<file path="src/rtl/imem_loader.sv">
// imem_loader: loads a program into instruction memory from a byte stream.
//   Bytes are assembled big-endian into DATA_WIDTH-bit words and written to
//   consecutive word addresses from 0. The CPU is held (halt + reset) while
//   loading and released to run from address 0 after HALT_WORD is written.
// Ports:
//   i_clock, i_reset (async, active-low)
//   i_start                       : begin a load (IDLE, RUN, ERROR only)
//   i_byte, i_byte_valid          : byte stream in; o_byte_ready accepts it
//   o_mem_we/o_mem_addr/o_mem_data: instruction-memory write port
//   o_haltsignal, o_cpu_reset     : hold PC / pipeline while not running
//   o_done                        : one-cycle pulse on entering RUN
//   o_overflow                    : sticky, memory filled without HALT_WORD
//   o_word_count                  : words written in the current load
module imem_loader #(
  parameter int unsigned           DATA_WIDTH = 32,
  parameter int unsigned           ADDR_WIDTH = 10,
  parameter logic [DATA_WIDTH-1:0] HALT_WORD  = '1
) (
  input  logic                  i_clock,
  input  logic                  i_reset,
  input  logic                  i_start,
  input  logic [7:0]            i_byte,
  input  logic                  i_byte_valid,
  output logic                  o_byte_ready,
  output logic                  o_mem_we,
  output logic [ADDR_WIDTH-1:0] o_mem_addr,
  output logic [DATA_WIDTH-1:0] o_mem_data,
  output logic                  o_haltsignal,
  output logic                  o_cpu_reset,
  output logic                  o_done,
  output logic                  o_overflow,
  output logic [ADDR_WIDTH:0]   o_word_count
);

  localparam int unsigned          NBYTES    = DATA_WIDTH / 8;
  localparam int unsigned          IDX_W     = (NBYTES > 1) ? $clog2(NBYTES) : 1;
  localparam int unsigned          SHIFT_W   = DATA_WIDTH - 8;
  localparam logic [IDX_W-1:0]     LAST_IDX  = IDX_W'(NBYTES - 1);
  localparam logic [ADDR_WIDTH-1:0] LAST_ADDR = '1;

  typedef enum logic [2:0] {
    S_IDLE,
    S_LOAD,
    S_WRITE,
    S_FLUSH,
    S_RUN,
    S_ERROR
  } state_t;

  state_t                  state_q;
  state_t                  state_d;
  logic [IDX_W-1:0]        idx_q;
  logic [SHIFT_W-1:0]      shift_q;
  logic [DATA_WIDTH-1:0]   word_c;
  logic                    accept;
  logic                    word_done;
  logic                    start_load;

  // Only the first NBYTES-1 bytes need storage; the last byte completes the word.
  assign word_c    = {shift_q, i_byte};
  assign accept    = (state_q == S_LOAD) && i_byte_valid;
  assign word_done = accept && (idx_q == LAST_IDX);

  // State register
  always_ff @(posedge i_clock or negedge i_reset) begin
    if (!i_reset) begin
      state_q <= S_IDLE;
    end else begin
      state_q <= state_d;
    end
  end

  // Next-state logic
  always_comb begin
    state_d    = state_q;
    start_load = 1'b0;
    unique case (state_q)
      S_IDLE, S_RUN, S_ERROR: begin
        if (i_start) begin
          state_d    = S_LOAD;
          start_load = 1'b1;
        end
      end
      S_LOAD: begin
        if (word_done) state_d = S_WRITE;
      end
      S_WRITE: begin
        // HALT_WORD wins over a full memory: HALT at the last address is a clean finish.
        if (o_mem_data == HALT_WORD)      state_d = S_FLUSH;
        else if (o_mem_addr == LAST_ADDR) state_d = S_ERROR;
        else                              state_d = S_LOAD;
      end
      S_FLUSH: state_d = S_RUN;
      default: state_d = S_IDLE;
    endcase
  end

  // Registered outputs and datapath; status outputs follow the state being entered.
  always_ff @(posedge i_clock or negedge i_reset) begin
    if (!i_reset) begin
      idx_q        <= '0;
      shift_q      <= '0;
      o_byte_ready <= 1'b0;
      o_mem_we     <= 1'b0;
      o_mem_addr   <= '0;
      o_mem_data   <= '0;
      o_haltsignal <= 1'b1;
      o_cpu_reset  <= 1'b1;
      o_done       <= 1'b0;
      o_overflow   <= 1'b0;
      o_word_count <= '0;
    end else begin
      o_byte_ready <= (state_d == S_LOAD);
      o_mem_we     <= (state_d == S_WRITE);
      o_haltsignal <= (state_d != S_RUN);
      o_cpu_reset  <= (state_d != S_RUN);
      o_done       <= (state_q == S_FLUSH);

      if (start_load) begin
        idx_q        <= '0;
        o_word_count <= '0;
        o_overflow   <= 1'b0;
      end

      if (accept) begin
        shift_q <= word_c[SHIFT_W-1:0];
        idx_q   <= idx_q + IDX_W'(1);
      end

      if (word_done) begin
        o_mem_addr <= o_word_count[ADDR_WIDTH-1:0];
        o_mem_data <= word_c;
      end

      if (state_q == S_WRITE) begin
        o_word_count <= o_word_count + (ADDR_WIDTH+1)'(1);
        if (state_d == S_ERROR) o_overflow <= 1'b1;
      end
    end
  end

endmodule

</file>
<file path="config.mk">
export PLATFORM = sky130hd
export DESIGN_NAME = imem_loader
export DESIGN_NICKNAME = d
export VERILOG_FILES = /design/src/rtl/imem_loader.sv
export SDC_FILE = /design/constraint.sdc
export NUM_CORES = 1
export LEC_CHECK = 0
export CAP_MARGIN = 20
export CORE_AREA = 5 5 86 88
export CTS_CLUSTER_DIAMETER = 40
export DETAILED_ROUTE_END_ITERATION = 10
export DIE_AREA = 0 0 91 93
export HOLD_SLACK_MARGIN = 0.12
export PLACE_DENSITY = 0.83
export RECOVER_POWER = 100
export SKIP_LAST_GASP = 1
export SYNTH_ARGS = -nofsm -noshare
export SYNTH_HDL_FRONTEND = slang
export SYNTH_SLANG_ARGS = --single-unit
</file>
<file path="constraint.sdc">
create_clock -name i_clock -period 5.3 [get_ports i_clock]
set_clock_uncertainty 0.15 [all_clocks]
set_input_delay 1.59 -clock i_clock [delete_from_list [all_inputs] [get_ports i_clock]]
set_output_delay 1.59 -clock i_clock [all_outputs]
set_load 0.03 [all_outputs]
</file>
==> impl_summary.log, run 1 <==
[metrics] run status: finished with violations
[metrics] violations in the final reports: max-capacitance violations, max-slew violations
[metrics] CP max stage delay: 0.67 ns
[metrics] cell area after layout: 4410 µm²
[metrics] clk sinks: 87
[metrics] Setup TNS: 0 ns
[metrics] vertical extent of the die: just over 90 µm
[metrics] startpoint types: input pin
[metrics] share of cells above drive strength 1: between 20% and 30%
[metrics] GR Util All Layers: between 15 and 20%
[metrics] wire length of the first global-routing pass: 11,810 µm
[metrics] CTS tree: done
[metrics] timing-limited maximum frequency: 256.9 MHz
[metrics] area growth from synthesis to final layout: 26.84%
[metrics] area of the die: 8463 µm²
[metrics] arithmetic-cell share of the synthesized area counting full adders, half adders and majority gates: less than 1%
[metrics] complex-gate fraction of the synthesized area: 3.167%
[metrics] Post-Synth Simple-Gate Area: under 10%
[metrics] WP data arrival: 3.96 ns
[metrics] Core Box Area: 6569 µm²
[metrics] Critical path buffers and inverters: 2
[metrics] antenna fix cells: 0
[metrics] max-cap violation count: 1
[metrics] remaining antenna violation count after routing: 0
[metrics] CTS Hold Buffers Added: 0
[metrics] initial standard-cell utilization of the core: 52.93%
[metrics] Total Wirelength: between 7000 and 8000 µm
[metrics] highest-delay cell along the critical path: nand2_2
[metrics] final-report hold violation count: 0
[metrics] number of buffers on the longest clock path: 2
[metrics] # DRC: 0
[metrics] post-CTS setup buffer count: 0
[metrics] half-perimeter wire length after detailed placement: between 4000 and 5000 µm
[metrics] mean post-synth cell area: 14.13 µm²
[metrics] gate family responsible for the most delay along the worst path: buffers and inverters
[metrics] biggest area contributors in the synthesized netlist: dfrtp_1 (62%), mux2_2 (14%), mux2_1 (7.1%)
[metrics] Final Cycle Share: 73.44%
[metrics] post-synthesis share of cell area spent on xor and xnor gates: 0%
[metrics] Die X-Extent: slightly above 90 µm
[metrics] Synth area leader: dfrtp_1
[metrics] Vias: 2,240
[metrics] Vias per Instance: 5.558
[metrics] count of synthesis-stage warnings from yosys: 0
[metrics] I/O pins: roughly 70
[metrics] insertion delay of the later-clocked pin in the worst-skew pair: ~0.34 ns
[metrics] Slew Limit Headroom: -4.659%
[metrics] number of iterations in the first detailed-routing pass: 4
[metrics] Critical Path RT: 5.37 ns
[metrics] clock-pin slew of the registers on the worst-case setup and hold paths: 0.08 ns
[metrics] post-layout min period: 3.893 ns
[metrics] cts repair resizes: 0
[metrics] port buffer count: 70
[metrics] number of different library cells in the post-synthesis netlist: 34
[metrics] multiplexer share of the synthesized area: 22.81%
[metrics] pin count of the biggest net entering global routing: 88
[metrics] endpoint kind of the worst setup timing path: flop
[metrics] portion of the post-synthesis area used by sequential elements: 62.65%
[metrics] root buffer cell: clkbuf_8
[metrics] antenna violations before repair: 0
[metrics] Pwr per Cell Area: 586.4 nW/µm²
[metrics] maximum fanout encountered on the critical timing path: 44
[metrics] total of endpoints with negative setup slack in the final report: 0
[metrics] pre-CTS setup slack: 1.146 ns
[metrics] number of max-slew violations in the final report: 67
[metrics] final weighted congestion in routability-driven placement: about 0.81
[metrics] post-synthesis sequential element count: 87
[metrics] area post-placement: around 4200 µm²
[metrics] Setup CP Type: in2reg
[metrics] cts bufs inserted: 9
[metrics] VDD IR-drop max: 363.3 µV
[metrics] share of the synthesized area in the top cell type: 61.89%
[metrics] nets in the synthesized netlist: 260
[metrics] nets: 333
[metrics] Syn Inst Count: 246
[metrics] via count of the first global-routing pass: 2,409
[metrics] post-layout total power: 0.002586 W
[metrics] number of H-tree levels: 3
[metrics] row cnt: 30
[metrics] cell area after synthesis: 3477 µm²
[metrics] number of violations reported at the end of detailed-routing iteration 0: 97
[metrics] total grt overflow: 0
[metrics] Static Leakage: around 2.1 nW
[metrics] drt wl/cell: 17.76 µm
[metrics] CP cell instances: dlygate4sd3_1 > and4bb_1 > buf_4 > nand2_2 > mux2_1
[metrics] transition time at the pin with the least slew margin: 1.570 ns
[metrics] unrepaired setup endpoints after global routing: false
[metrics] main combinational cell family by area after synthesis: multiplexers
[metrics] path category of the worst min-delay check: reg2reg
[metrics] smallest setup slack after layout: 1.407 ns
[report_power, final]
| group | internal, W | switching, W | total [W] | leakage, nW |
|---|---|---|---|---|
| Combinational | 0.000464 | 0.000567 | 0.00103 | 0.893 |
| Clock | 0.000193 | 0.000219 | 0.000412 | 0.0922 |
| Sequential | 0.000936 | 0.000207 | 0.00114 | 1.08 |
[per-stage QoR]
step / util [%] / std cells / hold slack, ns
2_1_floorplan: - / 246 / 0.3136
3_3_place_gp: 64.48 / 387 / 0.3130
3_5_place_dp: 64.48 / 387 / 0.3389
4_1_cts: 67.12 / 402 / 0.3495
5_1_grt: 67.14 / 403 / 0.3496
6_report: 67.14 / 403 / 0.3507
[metal layers]
metal / up-vias / track usage (%) / wire length [µm]
met4: 0 / 8.191 / 145
li1: 1037 / - / -
met1: 1114 / 21.68 / 3074
met3: 15 / 4.103 / 411
met2: 74 / 28.85 / 3526
met5: - / 0 / 0
[cell type report]
class                      count  area [µm²]
clock inverter                 3       18.77
tap                           80       100.1
timing repair buffer          72       706.9
inverter                       3       11.26
clock buffer                  12       155.1
multi-input combinational    146        1240
fill                         489        2158
sequential                    87        2178
[flip-flops by register name (all words and copies together), names as in the netlist]
name and cells:
state_q 3, o_mem_addr 10, o_mem_data 32, o_cpu_reset 1, o_word_count 11, o_overflow 1
o_byte_ready 1, idx_q 2, shift_q 24, o_mem_we 1, o_done 1
[worst paths after layout]
path / from / endpoint / slack (ns) / cells past startpoint
max: i_byte_valid / o_mem_data[3] / 1.41 / 5
min: o_overflow / o_overflow / 0.35 / 1
min reg2reg: o_overflow / o_overflow / 0.35 / 1
max in group asynchronous: i_reset / shift_q[18] / 1.58 / 2
min in group asynchronous: i_reset / o_overflow / 1.30 / 1
max reg2reg: state_q[1] / o_mem_data[3] / 2.68 / 4
[placed cells by master, fill, tap and decap left out, types with 2 or more instances in the layout]
cell type        count
a21o_1               2
a21oi_1              3
and2_1               2
and3_1               2
clkbuf_1             2
clkbuf_8            11
clkdlybuf4s50_1      8
clkinv_2             2
dfrtp_1             86
dlygate4sd3_1       61
ha_1                 2
inv_1                3
mux2_1              22
mux2_2              44
mux2i_1              5
nand2_1             15
nand3_1              9
nand4_1             12
nor2_1               5
nor4_1               2
o211ai_1             2
o21ai_0              5
o31ai_1              2
[worst reg2reg max path, stage by stage, from the launching register on]
cell and delay, ns:
dfrtp_1 0.45, and4bb_1 0.29, buf_4 0.33, nand2_2 0.67
mux2_1 0.60
[synthesized netlist by cell type]
library cell and number:
mux2_1 22, a21o_1 2, inv_1 3, o221ai_1 1
nand4_1 12, a211oi_1 1, dfstp_2 1, nand3_1 9
nand2b_1 1, or4_4 1, nor2_1 5, dfrtp_1 86
o211ai_1 2, and2_1 2, ha_1 2, mux2_2 44
or3b_1 1, nor4_1 2, nor4bb_1 1, nand2_1 16
a21oi_2 1, clkbuf_1 1, nor3_1 1, or2_1 1
and3_1 2, buf_4 1, buf_2 7, a21oi_1 3
and4bb_2 1, o31ai_1 2, mux2i_1 5, o21ai_0 5
buf_1 1, and4bb_1 1
[cell families (layout without fill, tap and decap cells)]
kind of cell / Yosys count / after routing
AOI/OAI and AO/OA: 17 / 17
adders and majority gates: 2 / 2
buffers and inverters: 13 / 90
DFF: 87 / 87
muxes: 71 / 71
and+or+nand+nor: 56 / 56
Note: power is estimated with default switching activity, not from simulation.
==> run 2, diff against run 1 <==
--- a/config.mk
+++ b/config.mk
@@ -6,12 +6,12 @@
 export NUM_CORES = 1
 export LEC_CHECK = 0
 export CAP_MARGIN = 20
-export CORE_AREA = 5 5 86 88
+export CORE_AREA = 5 5 93 95
 export CTS_CLUSTER_DIAMETER = 40
 export DETAILED_ROUTE_END_ITERATION = 10
-export DIE_AREA = 0 0 91 93
+export DIE_AREA = 0 0 98 100
 export HOLD_SLACK_MARGIN = 0.12
-export PLACE_DENSITY = 0.83
+export PLACE_DENSITY = 0.75
 export RECOVER_POWER = 100
 export SKIP_LAST_GASP = 1
 export SYNTH_ARGS = -nofsm -noshare
==> constraint.sdc (replaced) <==
create_clock -name i_clock -period 3.2 [get_ports i_clock]
set_clock_uncertainty 0.15 [all_clocks]
set_input_delay 0.96 -clock i_clock [delete_from_list [all_inputs] [get_ports i_clock]]
set_output_delay 0.96 -clock i_clock [all_outputs]
set_load 0.03 [all_outputs]
==> impl_summary.log, run 2 (synthesis results as in run 1) <==
[metrics] timing-limited maximum frequency: 362.0 MHz
[metrics] antenna fix cells: 0 (unchanged)
[metrics] area of the die: 9800 µm² (+16%)
[metrics] nets: 334 (+0.30%)
[metrics] share of cells above drive strength 1: 19.75% (-0.37 points)
[metrics] Total Wirelength: 7102 µm (-0.77%)
[metrics] leading registers by flop count: o_mem_data: 32 flops, shift_q: 24 flops, o_word_count: 11 flops
[metrics] Vias: 2,219 (-0.94%)
[metrics] antenna violations before repair: 0 (unchanged)
[metrics] Setup TNS: 0 ns (unchanged)
[metrics] row cnt: 32 (+6.7%)
[metrics] number of violations reported at the end of detailed-routing iteration 0: 75 (-23%)
[metrics] Clock power frac: 18.2% (+2.3 points)
[metrics] maximum fanout encountered on the critical timing path: 33 (-25%)
[metrics] cts bufs inserted: 9 (unchanged)
[metrics] number of H-tree levels: 3 (unchanged)
[metrics] Core Box Area: 7647 µm² (+16%)
[metrics] post-layout min period: approximately 2.8 ns
[metrics] unrepaired setup endpoints after global routing: false
[metrics] wire length of the first global-routing pass: 11,980 µm (+1.5%)
[metrics] post-CTS setup buffer count: 0 (unchanged)
[metrics] Static Leakage: 2.092 nW (+1.1%)
[metrics] total of endpoints with negative setup slack in the final report: 0 (unchanged)
[metrics] power spent charging and discharging nets: 0.001643 W (+65%)
[metrics] transition time at the pin with the least slew margin: 1.286 ns (-0.2836 ns)
[metrics] endpoint kind of the worst setup timing path: flop
[metrics] Die X-Extent: 98 µm (+7.7%)
[metrics] number of max-slew violations in the final report: 0 (-100%)
[metrics] via count of the first global-routing pass: 2,277 (-5.5%)
[metrics] WP data arrival: 2.85 ns (-1.11 ns)
[metrics] VDD IR-drop max: 546.0 µV (+50%)
[metrics] commonest cells after routing, fill and taps aside: dfrtp_1 (86), dlygate4sd3_1 (61), mux2_2 (44), mux2_1 (22), nand2_1 (16)
[metrics] CTS Hold Buffers Added: 0 (unchanged)
[metrics] root buffer cell: clkbuf_8
[metrics] most flop-heavy register: o_mem_data
[metrics] insertion delay of the later-clocked pin in the worst-skew pair: 0.35 ns (about the same)
[metrics] final weighted congestion in routability-driven placement: 0.7568 (-6.5%)
[metrics] # fillers: 611 (+25%)
[metrics] fraction of power consumed by sequential logic: 43.0% (-1.2 points)
[metrics] Vias per Instance: 5.209 (-6.3%)
[metrics] highest-delay cell along the critical path: dlygate4sd3_1
[metrics] internal power summed over all cells: 0.002761 W (+73%)
[metrics] number of buffers on the longest clock path: 2 (unchanged)
[metrics] path category of the worst min-delay check: reg2reg
[metrics] final-report hold violation count: 0 (unchanged)
[metrics] Pwr per Cell Area: 978.9 nW/µm² (+67%)
[metrics] half-perimeter wire length after detailed placement: 5055 µm (+3.7%)
[metrics] vertical extent of the die: 100 µm (+7.5%)
[metrics] remaining antenna violation count after routing: 0 (unchanged)
[metrics] max FFs per register: 32 (unchanged)
[metrics] initial standard-cell utilization of the core: 45.47% (-7.5 points)
[metrics] post-layout total power: 0.004404 W (+70%)
[metrics] startpoint types: input pin
[metrics] # DRC: 0 (unchanged)
[metrics] max-cap violation count: 0 (-1)
[metrics] drt wl/cell: 16.67 µm (-6.1%)
[metrics] port buffer count: 70 (unchanged)
[metrics] total grt overflow: 0 (unchanged)
[metrics] cts repair resizes: 0 (unchanged)
[metrics] CP max stage delay: 0.55 ns (-0.12 ns)
[metrics] CTS tree: done
[metrics] clock-pin slew of the registers on the worst-case setup and hold paths: 0.08 ns (about the same)
[metrics] area growth from synthesis to final layout: 29.40%
[metrics] most common cell after layout, fill and taps aside: dfrtp_1
[metrics] Final Cycle Share: a little under nine tenths
[metrics] Gate power share: 38.8% (-1.1 points)
[metrics] CP cell instances: dlygate4sd3_1 > and4bb_1 > nand2_1 > buf_12 > mux2_2
[metrics] pin count of the biggest net entering global routing: 52 (-41%)
[metrics] run status: complete, no violations
[metrics] Setup CP Type: in2reg
[metrics] GR Util All Layers: 15.60% (-1.8 points)
[metrics] Critical Path RT: 3.28 ns (-2.09 ns)
[metrics] clk sinks: 87 (unchanged)
[metrics] Slew Limit Headroom: 14.25% (+19 points)
[metrics] number of iterations in the first detailed-routing pass: 4 (unchanged)
[metrics] I/O pins: 71 (unchanged)
[metrics] proportion of total power due to net switching: 37.30% (-1.1 points)
-- run 2: cell types whose count changed in the layout (fill, tap and decap cells not counted), moves of 2 or more --
cell,before,now
buf_12,0,2
bufinv_16,0,2
clkbuf_8,11,9
clkinv_2,2,0
clkinvlp_4,0,2
-- run 2: power groups by stage --
stage | Sequential, W | Combinational, W | Clock [W]
after global placement | 0.00192 | 0.00179 | 0
after detailed placement | 0.00194 | 0.00183 | 0
final | 0.00189 | 0.00171 | 0.000804
after CTS | 0.00192 | 0.00184 | 0.000830
after global routing | 0.00197 | 0.00182 | 0.000885
after floorplan | 0.00236 | 0.000603 | 0
-- run 2: critical path: cells and delay by family --
kind / cells / cell delay [ns]
buf+inv: 2 / 0.83
mux: 1 / 0.36
simple gates: 2 / 0.66
-- run 2: final cells by class --
type	count	area (µm²)	share of cell area [%]
repair buffers	73	740.7	16.46
multi-input cells	146	1230	27.34
inverters	3	11.26	0.2503
clock inverters	5	83.83	1.863
clock buffers	10	127.6	2.836
well taps	102	127.6	2.836
flip-flops and latches	87	2178	48.41
-- run 2: metrics by stage --
step	utilization (%)	hold WS, ns	worst slack [ns]	std cells	area [µm²]
finish	58.84	0.3471	0.4376	426	4499
global route	58.84	0.3599	0.3746	426	4499
CTS	59.03	0.3535	0.5270	426	4514
detailed placement	56.27	0.3365	0.4074	411	4303
global placement	56.27	0.3284	0.4434	411	4303
floorplan	-	0.3136	0.8622	246	3477
-- run 2: final timing paths --
check	cells after the start	end	slack [ns]	startpoint
setup / recovery	5	o_mem_data[10]	0.44	i_byte_valid
hold / removal	1	o_overflow	0.35	o_overflow
setup reg to reg	4	o_cpu_reset	0.91	state_q[2]
hold reg to reg	1	o_overflow	0.35	o_overflow
max in group asynchronous	2	o_mem_data[6]	1.36	i_reset
min in group asynchronous	1	o_mem_addr[5]	0.73	i_reset
-- run 2: layer usage --
metal | wire, µm | up-vias | track usage [%]
met5 | 0 | - | 0
met2 | 3456 | 56 | 24.66
met3 | 353 | 15 | 3.544
li1 | - | 1041 | -
met4 | 147 | 0 | 7.668
met1 | 3144 | 1107 | 20.38
